[src/rtl/wb_bus_arbiter.sv]
// Two-master / one-slave Wishbone classic arbiter (IF fetch vs. data port).
// A grant is held for one whole transaction, with an IDLE cycle between grants.
module wb_bus_arbiter #(
  parameter int ADDR_WIDTH    = 32,
  parameter int DATA_WIDTH    = 32,
  parameter int DATA_PRIORITY = 0
) (
  input  logic                    clk,
  input  logic                    reset,
  input  logic                    if_wb_cyc_i,
  input  logic                    if_wb_stb_i,
  input  logic                    if_wb_we_i,
  input  logic [ADDR_WIDTH-1:0]   if_wb_adr_i,
  input  logic [DATA_WIDTH-1:0]   if_wb_dat_i,
  input  logic [DATA_WIDTH/8-1:0] if_wb_sel_i,
  output logic                    if_wb_ack_o,
  output logic [DATA_WIDTH-1:0]   if_wb_dat_o,
  input  logic                    id_wb_cyc_i,
  input  logic                    id_wb_stb_i,
  input  logic                    id_wb_we_i,
  input  logic [ADDR_WIDTH-1:0]   id_wb_adr_i,
  input  logic [DATA_WIDTH-1:0]   id_wb_dat_i,
  input  logic [DATA_WIDTH/8-1:0] id_wb_sel_i,
  output logic                    id_wb_ack_o,
  output logic [DATA_WIDTH-1:0]   id_wb_dat_o,
  output logic                    wb_cyc_o,
  output logic                    wb_stb_o,
  output logic                    wb_we_o,
  output logic [ADDR_WIDTH-1:0]   wb_adr_o,
  output logic [DATA_WIDTH-1:0]   wb_dat_o,
  output logic [DATA_WIDTH/8-1:0] wb_sel_o,
  input  logic                    wb_ack_i,
  input  logic [DATA_WIDTH-1:0]   wb_dat_i,
  output logic [1:0]              grant_o
);

  typedef enum logic [1:0] {
    S_IDLE   = 2'b00,
    S_GNT_IF = 2'b01,
    S_GNT_ID = 2'b10
  } state_t;

  state_t r_state;
  logic   r_last;

  logic w_if_req;
  logic w_id_req;
  logic w_gnt_if;
  logic w_gnt_id;

  assign w_if_req = if_wb_cyc_i & if_wb_stb_i;
  assign w_id_req = id_wb_cyc_i & id_wb_stb_i;
  assign w_gnt_if = (r_state == S_GNT_IF);
  assign w_gnt_id = (r_state == S_GNT_ID);

  always_ff @(posedge clk or posedge reset) begin
    if (reset) begin
      r_state <= S_IDLE;
      r_last  <= 1'b0;
    end else begin
      unique case (r_state)
        S_IDLE: begin
          if (w_if_req && w_id_req) begin
            // r_last=0 means IF went last, so the data port is next
            if (DATA_PRIORITY != 0 || !r_last)
              r_state <= S_GNT_ID;
            else
              r_state <= S_GNT_IF;
          end else if (w_if_req) begin
            r_state <= S_GNT_IF;
          end else if (w_id_req) begin
            r_state <= S_GNT_ID;
          end
        end
        S_GNT_IF: begin
          if (wb_ack_i) begin
            r_state <= S_IDLE;
            r_last  <= 1'b0;
          end else if (!if_wb_cyc_i) begin
            r_state <= S_IDLE;
          end
        end
        S_GNT_ID: begin
          if (wb_ack_i) begin
            r_state <= S_IDLE;
            r_last  <= 1'b1;
          end else if (!id_wb_cyc_i) begin
            r_state <= S_IDLE;
          end
        end
        default: r_state <= S_IDLE;
      endcase
    end
  end

  always_comb begin
    wb_cyc_o    = 1'b0;
    wb_stb_o    = 1'b0;
    wb_we_o     = 1'b0;
    wb_adr_o    = '0;
    wb_dat_o    = '0;
    wb_sel_o    = '0;
    if_wb_ack_o = 1'b0;
    id_wb_ack_o = 1'b0;
    unique case (1'b1)
      w_gnt_if: begin
        wb_cyc_o    = if_wb_cyc_i;
        wb_stb_o    = if_wb_stb_i;
        wb_we_o     = if_wb_we_i;
        wb_adr_o    = if_wb_adr_i;
        wb_dat_o    = if_wb_dat_i;
        wb_sel_o    = if_wb_sel_i;
        if_wb_ack_o = wb_ack_i;
      end
      w_gnt_id: begin
        wb_cyc_o    = id_wb_cyc_i;
        wb_stb_o    = id_wb_stb_i;
        wb_we_o     = id_wb_we_i;
        wb_adr_o    = id_wb_adr_i;
        wb_dat_o    = id_wb_dat_i;
        wb_sel_o    = id_wb_sel_i;
        id_wb_ack_o = wb_ack_i;
      end
      default: ;
    endcase
  end

  assign if_wb_dat_o = wb_dat_i;
  assign id_wb_dat_o = wb_dat_i;
  assign grant_o     = {w_gnt_id, w_gnt_if};

endmodule

[config.mk]
export PLATFORM = sky130hd
export DESIGN_NAME = wb_bus_arbiter
export DESIGN_NICKNAME = d
export VERILOG_FILES = /design/src/rtl/wb_bus_arbiter.sv
export SDC_FILE = /design/constraint.sdc
export NUM_CORES = 1
export LEC_CHECK = 0
export ABC_AREA = 1
export BUFFER_PORTS_ARGS = -buffer_cell sky130_fd_sc_hd__buf_2
export CORE_AREA = 2 2 124 126
export DETAILED_ROUTE_END_ITERATION = 6
export DIE_AREA = 0 0 126 128
export SLEW_MARGIN = 20
export SYNTH_ARGS = -nofsm -noshare
export SYNTH_HDL_FRONTEND = slang
export SYNTH_SLANG_ARGS = --single-unit
[constraint.sdc]
create_clock -name clk -period 3.7 [get_ports clk]
set_clock_uncertainty 0.05 [all_clocks]
set_input_delay 0.37 -clock clk [delete_from_list [all_inputs] [get_ports clk]]
set_output_delay 0.37 -clock clk [all_outputs]
set_load 0.01 [all_outputs]
==> impl_metrics.ini <==
[run_status]
status = completed

[clock_network]
htree_levels = 1
cts_resized = 0
cts_tree = yes
clock_path_buffers = 2
cts_buffers = 3
cts.sinks = 3
postCtsSetupBuffers = 0
path_clk_slew_ns = 0.03
cts_hold_buf = 1
cts_root_buffer = clkbuf_16
worst_skew_pair.late_latency_ns = 0.22

[layout]
drive_gt1_frac = 0.4916
final_cells = 662
area_growth_pct = 45.66
nets = 655
antenna_cells = 0

[yosys]
muxShareOfSynthArea = 0
yosysMostFrequentCell = nand2_1
synth_edf_count = 0
yosysWarnings = 0
yosys-top-cells-area = nand2_1, buf_4, a21oi_1, buf_6, dfrtp_1
synthArstFlopShare = 1.000
synth_top_area_share = 0.3126
synth-adder-area-share = 0.02098
synthSimpleGateAreaFrac = 0.3406
ys_ff_latch = 3
synth_top_family_by_area = buffers and inverters
synth_top_cells_by_count = nand2_1, a21oi_1, buf_4
synth_nets = 516
synthCells = 336
ys_seq_area_frac = 0.04196
synthXorXnorAreaFrac = 0
synthFlopType = dfrtp_1
syn_area_per_cell_um2 = 5.325
yosys.area.top_type = nand2_1
netlist_area_um2 = 1789
yosysUniqueCellTypes = 15
synth-compound-area-share = 0.2070

[timing]
post-route-period-util = 0.7047
period_needed_ns = 2.607
finalSetupViolCount = 0
setup_tns_ns = 0
final-max-slew-violation-count = 0
fin_ws_ns = 1.093
worst_slew_pin_slew_ns = 0.7296
clock.fmax_mhz = 383.5
relSlewSlack = 0.5136
rsz0062_at_grt = false
finalHoldViolCount = 0

[critical_path]
required_ns = 3.28
worst-path-buf-inv = 4
cp.arrival_ns = 2.19
path_class = flip-flop to output port
path_max_fanout = 37
path_cells = inv_1 > ha_1 > inv_2 > buf_4 > a21oi_1 > buf_2
end_kind = output port
rrSetupSlack_ns = 1.78
critPathSlowestCell = inv_2
crit_path_start_kind = flip-flop
max_stage_delay_ns = 0.47
crit_family = buffers and inverters

[global_route]
grt_pass1_wl_um = 9584
grt_pass1_vias = 2051
track_usage = 0.07071
gr-total-overflow = 0
grt_max_degree = 45
grt_antenna_before_repair = 0

[route]
ant_nets = 0
initialDrtViolationCount = 70
routed_wl_um = 6774
via_count = 2433
vias_per_cell = 3.675
post-route-drc-count = 0
firstDrtPassIters = 4
wl_per_cell_um = 10.23

[power]
irDropWorstVdd_mv = 0.6540
powerDensity_nw_per_um2 = 583.2
p_leak_nw = 1.427

[die]
die_area_um2 = 16130
initial_core_util = 0.1204
chipWidth_um = 126
rows = 45
core_um2 = 14860
io_pins = 316
die_height_um = 128

[placed_design]
place_congestion = 0.7113
dp.final_hpwl_um = 5293
portBuffers = 219
post-place-ws_ns = 1.305
placedCellCount = 657

[hold_path]
hold_class = primary input to flip-flop

[job]
cap_violations = 0
## per-stage QoR
stage | hold slack (ns) | power (mW) | utilization | cell area, um^2
after floorplan | 0.07364 | 0.9985 | - | 1789
after global placement | 0.1926 | 1.363 | 0.1694 | 2517
final | 0.3782 | 1.520 | 0.1753 | 2606
after CTS | 0.3697 | 1.548 | 0.1753 | 2606
after detailed placement | 0.1906 | 1.365 | 0.1694 | 2517
after global routing | 0.4061 | 1.680 | 0.1753 | 2606
## state kept, by name, indices dropped and copies added, names as in the netlist
name,cells
r_state,2
r_last,1
## power breakdown
group	total, mW	switching, mW	internal, mW
clock	0.171	0.0287	0.142
combinational	1.29	0.846	0.448
sequential	0.0552	0.00914	0.0460
## worst register-to-register path: stages, from the launching register on
cell and delay, ns:
dfrtp_1 0.39, inv_1 0.09, ha_2 0.57, buf_12 0.30
nand2_4 0.07, nand2_2 0.07, nand2_2 0.06, nand2_4 0.07
inv_2 0.03, nand2_1 0.05, nand2_1 0.05
## layout make-up
class                      instances  area (um^2)
fill                            1737        12260
multi-input combinational        233         1022
timing repair buffer             223         1154
clock buffer                       4        78.83
tap                              188        235.2
sequential                         3        75.07
inverter                          11        41.29
## layer usage
metal / global-route usage / up-vias / share of wire
met4: 0.02715 / 0 / 0.034
met3: 0.01836 / 30 / 0.087
met2: 0.1309 / 128 / 0.49
li1: - / 1265 / -
met5: 0 / - / 0
met1: 0.07706 / 1010 / 0.39
## cell usage in the layout, fill, tap and decap left out
cell type,netlist,layout
buf_2,8,219
nand2_1,149,149
a21oi_1,72,72
inv_1,9,9
nand3_1,3,3
clkbuf_16,0,3
dfrtp_1,3,3
nand2_4,2,2
nand2_2,2,2
inv_2,2,2
ha_2,0,2
buf_12,0,2
o21ai_0,1,1
o21ai_1,1,1
ha_1,3,1
clkbuf_1,6,1
dlygate4sd3_1,0,1
buf_4,67,1
## worst paths after layout
check / from / cells past startpoint / endpoint
max in group asynchronous: reset / 3 / r_state[1]
min reg2reg: r_state[1] / 2 / r_state[1]
max reg2reg: r_state[1] / 10 / r_state[1]
min in group asynchronous: reset / 3 / r_state[0]
min: wb_ack_i / 3 / r_last
max: r_state[0] / 6 / wb_adr_o[21]
## kinds of logic (layout without fill, tap and decap cells)
kind of cell,Yosys count,after routing
DFF,3,3
and+or+nand+nor,156,156
AOI/OAI and AO/OA,74,74
adders and majority gates,3,3
buffers and inverters,100,238
Note: power is estimated with default switching activity, not from simulation.
